===== src/rtl/amo_pkg.sv =====
// AMO opcode encoding and helpers shared by the bank arbiter and the AMO shim.
package amo_pkg;

   typedef enum logic [3:0] {
      AMONone = 4'h0,
      AMOSwap = 4'h1,
      AMOAdd  = 4'h2,
      AMOAnd  = 4'h3,
      AMOOr   = 4'h4,
      AMOXor  = 4'h5,
      AMOMax  = 4'h6,
      AMOMaxu = 4'h7,
      AMOMin  = 4'h8,
      AMOMinu = 4'h9,
      AMOCAS  = 4'hA
   } amo_op_t;

   localparam int unsigned DataWidth = 64;
   localparam int unsigned BeWidth   = 8;

   // A single requester still needs a 1-bit index so port widths stay legal.
   function automatic int unsigned idx_width(input int unsigned n);
      return (n > 1) ? $clog2(n) : 1;
   endfunction

endpackage


===== src/rtl/amo_bank_arbiter_if.sv =====
// Requester-side and shim-side bundles of the AMO bank arbiter; slave is the arbiter's view.
interface amo_bank_arbiter_if
   import amo_pkg::*;
#(
   parameter int unsigned NumPorts     = 4,
   parameter int unsigned AddrMemWidth = 32
);

   logic [NumPorts-1:0]                        req;
   logic [NumPorts-1:0]                        gnt;
   logic [NumPorts-1:0][AddrMemWidth-1:0]      add;
   amo_op_t [NumPorts-1:0]                     amo;
   logic [NumPorts-1:0]                        wen;
   logic [NumPorts-1:0][DataWidth-1:0]         wdata;
   logic [NumPorts-1:0][BeWidth-1:0]           be;
   logic [NumPorts-1:0]                        rvalid;
   logic [DataWidth-1:0]                       rdata;

   logic                                       out_req;
   logic [AddrMemWidth-1:0]                    out_add;
   amo_op_t                                    out_amo;
   logic                                       out_wen;
   logic [DataWidth-1:0]                       out_wdata;
   logic [BeWidth-1:0]                         out_be;
   logic                                       out_gnt;
   logic [DataWidth-1:0]                       out_rdata;

   modport slave (
      input  req, add, amo, wen, wdata, be, out_gnt, out_rdata,
      output gnt, rvalid, rdata, out_req, out_add, out_amo, out_wen, out_wdata, out_be
   );

   modport master (
      output req, add, amo, wen, wdata, be, out_gnt, out_rdata,
      input  gnt, rvalid, rdata, out_req, out_add, out_amo, out_wen, out_wdata, out_be
   );

endinterface


===== src/rtl/amo_rr_arbiter.sv =====
// Round-robin selector: combinational winner at or after ptr_q, pointer advances past the winner on transfer.
module amo_rr_arbiter
   import amo_pkg::*;
#(
   parameter int unsigned NumPorts = 4
) (
   input  logic                             clk_i,
   input  logic                             rst_ni,
   input  logic [NumPorts-1:0]              req,
   input  logic                             xfer,
   output logic                             sel_vld,
   output logic [idx_width(NumPorts)-1:0]   sel_idx
);

   localparam int unsigned IdxW = idx_width(NumPorts);

   logic [IdxW-1:0] ptr_q;
   logic [IdxW:0]   cand;

   // Scan from the farthest offset down so the nearest requester wins.
   always_comb begin
      sel_vld = 1'b0;
      sel_idx = '0;
      cand    = '0;
      for (int i = int'(NumPorts) - 1; i >= 0; i--) begin
         cand = {1'b0, ptr_q} + (IdxW+1)'(i);
         if (cand >= (IdxW+1)'(NumPorts)) begin
            cand = cand - (IdxW+1)'(NumPorts);
         end
         if (req[cand[IdxW-1:0]]) begin
            sel_vld = 1'b1;
            sel_idx = cand[IdxW-1:0];
         end
      end
   end

   always_ff @(posedge clk_i or negedge rst_ni) begin
      if (!rst_ni) begin
         ptr_q <= '0;
      end else if (xfer) begin
         ptr_q <= (sel_idx == IdxW'(NumPorts - 1)) ? '0 : sel_idx + 1'b1;
      end
   end

endmodule


===== src/rtl/amo_bank_arbiter.sv =====
// Funnels NumPorts requesters into one AMO shim port; grant is same-cycle, response one cycle after transfer.
// out_gnt low holds the selected request and pointer; an AMO blocks all grants during its commit cycle.
module amo_bank_arbiter
   import amo_pkg::*;
#(
   parameter int unsigned NumPorts     = 4,
   parameter int unsigned AddrMemWidth = 32
) (
   input  logic                 clk_i,
   input  logic                 rst_ni,
   amo_bank_arbiter_if.slave    bus
);

   localparam int unsigned IdxW = idx_width(NumPorts);

   logic                sel_vld;
   logic [IdxW-1:0]     sel_idx;
   logic                xfer;
   logic                amo_busy_q;
   logic [NumPorts-1:0] rvalid_q;

   amo_rr_arbiter #(
      .NumPorts (NumPorts)
   ) u_rr (
      .clk_i   (clk_i),
      .rst_ni  (rst_ni),
      .req     (bus.req),
      .xfer    (xfer),
      .sel_vld (sel_vld),
      .sel_idx (sel_idx)
   );

   // Request is gated by reset so nothing leaks out while rst_ni is low.
   always_comb begin
      bus.out_req   = rst_ni & sel_vld & ~amo_busy_q;
      xfer          = bus.out_req & bus.out_gnt;
      bus.gnt       = '0;
      if (xfer) begin
         bus.gnt[sel_idx] = 1'b1;
      end
      bus.out_add   = '0;
      bus.out_amo   = AMONone;
      bus.out_wen   = 1'b0;
      bus.out_wdata = '0;
      bus.out_be    = '0;
      if (sel_vld) begin
         bus.out_add   = bus.add[sel_idx];
         bus.out_amo   = bus.amo[sel_idx];
         bus.out_wen   = bus.wen[sel_idx];
         bus.out_wdata = bus.wdata[sel_idx];
         bus.out_be    = bus.be[sel_idx];
      end
   end

   assign bus.rvalid = rvalid_q;
   assign bus.rdata  = (|rvalid_q) ? bus.out_rdata : '0;

   always_ff @(posedge clk_i or negedge rst_ni) begin
      if (!rst_ni) begin
         rvalid_q   <= '0;
         amo_busy_q <= 1'b0;
      end else begin
         rvalid_q   <= bus.gnt;
         amo_busy_q <= xfer && (bus.out_amo != AMONone);
      end
   end

endmodule


===== src/flat_wrapper.sv =====
// flat-port wrapper written by rule: the top's interface ports become plain ports
module amo_bank_arbiter_flat import amo_pkg::*;
#(
   parameter int unsigned NumPorts     = 4,
   parameter int unsigned AddrMemWidth = 32
)
  (clk_i, rst_ni, bus_req, bus_add, bus_amo, bus_wen, bus_wdata, bus_be, bus_out_gnt, bus_out_rdata, bus_gnt, bus_rvalid, bus_rdata, bus_out_req, bus_out_add, bus_out_amo, bus_out_wen, bus_out_wdata, bus_out_be);
  amo_bank_arbiter_if #(.NumPorts(NumPorts), .AddrMemWidth(AddrMemWidth)) bus_i ();
  input  logic clk_i;
  input  logic rst_ni;
  input wire logic [$bits(bus_i.req)-1:0] bus_req;
  input wire logic [$bits(bus_i.add)-1:0] bus_add;
  input wire logic [$bits(bus_i.amo)-1:0] bus_amo;
  input wire logic [$bits(bus_i.wen)-1:0] bus_wen;
  input wire logic [$bits(bus_i.wdata)-1:0] bus_wdata;
  input wire logic [$bits(bus_i.be)-1:0] bus_be;
  input wire logic [$bits(bus_i.out_gnt)-1:0] bus_out_gnt;
  input wire logic [$bits(bus_i.out_rdata)-1:0] bus_out_rdata;
  output wire logic [$bits(bus_i.gnt)-1:0] bus_gnt;
  output wire logic [$bits(bus_i.rvalid)-1:0] bus_rvalid;
  output wire logic [$bits(bus_i.rdata)-1:0] bus_rdata;
  output wire logic [$bits(bus_i.out_req)-1:0] bus_out_req;
  output wire logic [$bits(bus_i.out_add)-1:0] bus_out_add;
  output wire logic [$bits(bus_i.out_amo)-1:0] bus_out_amo;
  output wire logic [$bits(bus_i.out_wen)-1:0] bus_out_wen;
  output wire logic [$bits(bus_i.out_wdata)-1:0] bus_out_wdata;
  output wire logic [$bits(bus_i.out_be)-1:0] bus_out_be;
  assign bus_i.req = bus_req;
  assign bus_i.add = bus_add;
  assign bus_i.amo = bus_amo;
  assign bus_i.wen = bus_wen;
  assign bus_i.wdata = bus_wdata;
  assign bus_i.be = bus_be;
  assign bus_i.out_gnt = bus_out_gnt;
  assign bus_i.out_rdata = bus_out_rdata;
  assign bus_gnt = bus_i.gnt;
  assign bus_rvalid = bus_i.rvalid;
  assign bus_rdata = bus_i.rdata;
  assign bus_out_req = bus_i.out_req;
  assign bus_out_add = bus_i.out_add;
  assign bus_out_amo = bus_i.out_amo;
  assign bus_out_wen = bus_i.out_wen;
  assign bus_out_wdata = bus_i.out_wdata;
  assign bus_out_be = bus_i.out_be;
  amo_bank_arbiter #(.NumPorts(NumPorts), .AddrMemWidth(AddrMemWidth)) u_core (.clk_i(clk_i), .rst_ni(rst_ni), .bus(bus_i));
endmodule

===== config.mk =====
export PLATFORM = sky130hd
export DESIGN_NAME = amo_bank_arbiter_flat
export DESIGN_NICKNAME = d
export VERILOG_FILES = /design/src/rtl/amo_pkg.sv /design/src/rtl/amo_bank_arbiter_if.sv /design/src/rtl/amo_rr_arbiter.sv /design/src/rtl/amo_bank_arbiter.sv /design/src/flat_wrapper.sv
export SDC_FILE = /design/constraint.sdc
export NUM_CORES = 1
export LEC_CHECK = 0
export CAP_MARGIN = 10
export CORE_AREA = 8 8 259 261
export CTS_BUF_LIST = sky130_fd_sc_hd__clkbuf_16
export DETAILED_ROUTE_END_ITERATION = 10
export DIE_AREA = 0 0 267 269
export SLEW_MARGIN = 40
export SYNTH_ARGS = -nofsm -noshare
export SYNTH_HDL_FRONTEND = slang
export SYNTH_HIERARCHICAL = 1
export SYNTH_SLANG_ARGS = --single-unit

===== constraint.sdc =====
create_clock -name clk_i -period 5.2 [get_ports clk_i]
set_input_delay 1.04 -clock clk_i [delete_from_list [all_inputs] [get_ports clk_i]]
set_output_delay 1.04 -clock clk_i [all_outputs]
set_load 0.03 [all_outputs]

==> metrics.csv <==
metric,value,unit
grt_pass1_wl,56.02,mm
status,completed,
syn_to_final_growth,187.3,%
synth_mux_area_share,59.21,%
finalWirelength,43.26,mm
dp_cells,1870,
first_pass_iters,4,
cts_root_buf,clkbuf_16,
comb_power_share,94.1,%
finalSetupViolations,0,
grt_remaining_overflow,0,
postSynthCellCount,364,
viasPerCell,3.284,
clkTransAtPathRegs,40,ps
placed_cell_area,12050,µm²
coreArea,62740,µm²
grt_use_total,10.99,%
final_cells,1893,
hold_slack,625.0,ps
vias,6217,
clock_sinks,7,
postCtsHoldBufs,0,
wl_per_cell,22.85,µm
drt_iter0_drc,300,
p_leak,4.152,nW
grt_max_degree,65,
cts_tree,done,
dp_hpwl,39.81,mm
chipHeight,269,µm
fin_crit_sh,93.54,%
cts_buffers,3,
syn_avg_cell_area,11.65,µm²
crit_arrival,3820,ps
clock_skew,1.710,ps
finalWorstPathRequiredPeriod,4864,ps
synth_top_family_by_area,multiplexers,
clock_power_share,3.7,%
hold_path_class,flop to flop,
final_area,12180,µm²
ys.flop_type,dfrtp_1,
worstSetupStartpointType,input port,
pre_cts_ws,324.1,ps
cp_max_fo,26,
h-tree-depth,1,
first_global_vias,7140,
drv_cap,0,
synth-compound-area-share,1.741,%
hold_depth,2,
irDropWorstVdd,0.0001396,V
hold_viol,0,
ios,689,
fmax,0.2056,GHz
synthSimpleGateAreaFrac,28.31,%
synth_area,4239,µm²
grt_setup_unrepaired,false,
route.detailed.drc,0,
synth_warnings,6,
syn-num-nets,871,
slew_violations,0,
fin_tns_setup,0,ps
max-clock-path-buffers,2,
die_area,71820,µm²
ys_ff_latch,7,
layout_setup_ws,336.1,ps
synthAdderAreaFrac,0,%
synth_cell_type_count,29,
p_per_area,295.8,nW/µm²
post-route-util,19.41,%
synth-async-reset-ratio,100.0,%
floorplan.rows,92,
insertion_delay,230,ps
p_total,3.602,mW
internal-power,1.854,mW
antenna_found_initial,28,
reg2reg_depth,7,
p_seq_share,2.2,%
p_sw,1.748,mW
fin_nets,1536,
seq_area_frac_synth,4.132,%
ant_nets,0,
fillCellCount,6810,
io_buffers,688,
die_w,267,µm
cp.required,4160,ps
start_util,6.757,%
synth-xor-area-share,0,%
sw_frac_of_total,48.53,%
crit_path_end_kind,primary output,
cts_setup_buffers,0,
synth_edf_count,0,
cts_resized,0,
tightest_slew,589.3,ps
drive_above_1_share,16.25,%
slew_headroom,60.72,%
worst-setup-path-type,input port to primary output,
gp_congestion,0.9140,
## power by group through the flow
stage               registers (mW)  logic (mW)  clock network (mW)
global route                0.0799        3.59               0.145
finish                      0.0779        3.39               0.134
global placement            0.0773        3.44                   0
floorplan                   0.0797        1.96                   0
CTS                         0.0783        3.46               0.142
detailed placement          0.0792        3.45                   0
## state kept, by name (all words and copies together) (netlist names)
register / cells
u_core/bus.rvalid: 4
u_core/u_rr/ptr_q: 2
u_core/amo_busy_q: 1
## cell usage in the layout (no fill, tap or decap), drive strengths merged
cell type	synthesis	routed
clkdlybuf4s50	0	642
and2	109	109
mux4	109	109
nor2b	64	64
buf	25	62
diode	0	19
dfrtp	7	7
nor2	6	6
clkbuf	19	3
inv	2	3
nor3b	3	3
nand2	3	3
nand2b	2	2
a21oi	2	2
nand4b	1	1
nor3	1	1
nor4	1	1
o41a	1	1
and3	1	1
mux2i	1	1
o2bb2ai	1	1
a211oi	1	1
o21ai	1	1
a211o	1	1
o2111ai	1	1
or2b	1	1
o311ai	1	1
## Yosys cell counts, types with 3 or more instances
cell type	count	area, µm²
and2_1	109	681.9
mux4_2	97	2185
nor2b_1	64	400.4
clkbuf_1	19	71.32
mux4_1	12	315.3
buf_2	11	55.05
buf_6	11	123.9
dfrtp_1	7	175.2
nor2_1	6	22.52
nand2_1	3	11.26
nor3b_1	3	22.52
## critical path, stage by stage
cell and delay (ps):
clkdlybuf4s50_1 520, mux2i_1 100, o2bb2ai_1 200, nor2_4 200, buf_12 190, buf_12 230
mux4_2 530, and2_1 170, clkdlybuf4s50_1 590
## kinds of logic (layout without fill, tap and decap cells)
logic type      after synthesis  in the layout
mux                         110            110
simple gates                192            192
compound gates                9              9
buf+inv                      46            710
other cells                   0             19
flops                         7              7
## final timing paths
kind | from | to | slack, ps
setup / recovery | bus_req[3] | bus_out_add[18] | 340
hold / removal | u_core/u_rr/ptr_q[0] | u_core/u_rr/ptr_q[0] | 620
setup reg to reg | u_core/u_rr/ptr_q[1] | u_core/amo_busy_q | 2350
hold reg to reg | u_core/u_rr/ptr_q[0] | u_core/u_rr/ptr_q[0] | 620
max in group asynchronous | rst_ni | u_core/bus.rvalid[0] | 3700
min in group asynchronous | rst_ni | u_core/u_rr/ptr_q[0] | 1350
## layer usage
layer / part of all wire [%] / routed length, µm / vias to the layer above / track usage [%]
li1: - / - / 2772 / -
met1: 34 / 14810 / 2920 / 11.26
met2: 52 / 22640 / 505 / 19.95
met3: 12 / 5302 / 18 / 4.987
met4: 1.1 / 490 / 2 / 3.323
met5: 0.030 / 13 / - / 0
## area by class of cell
cell class | instances | area (µm²) | share of cell area, %
multi-input combinational | 311 | 3806 | 31.25
clock buffer | 3 | 75.07 | 0.6165
inverter | 2 | 7.507 | 0.06165
antenna | 19 | 47.55 | 0.3904
tap | 846 | 1059 | 8.692
clock inverter | 1 | 3.754 | 0.03082
timing repair buffer | 704 | 7004 | 57.52
sequential | 7 | 175.2 | 1.438
No activity file was read; power rests on OpenSTA's default activity.
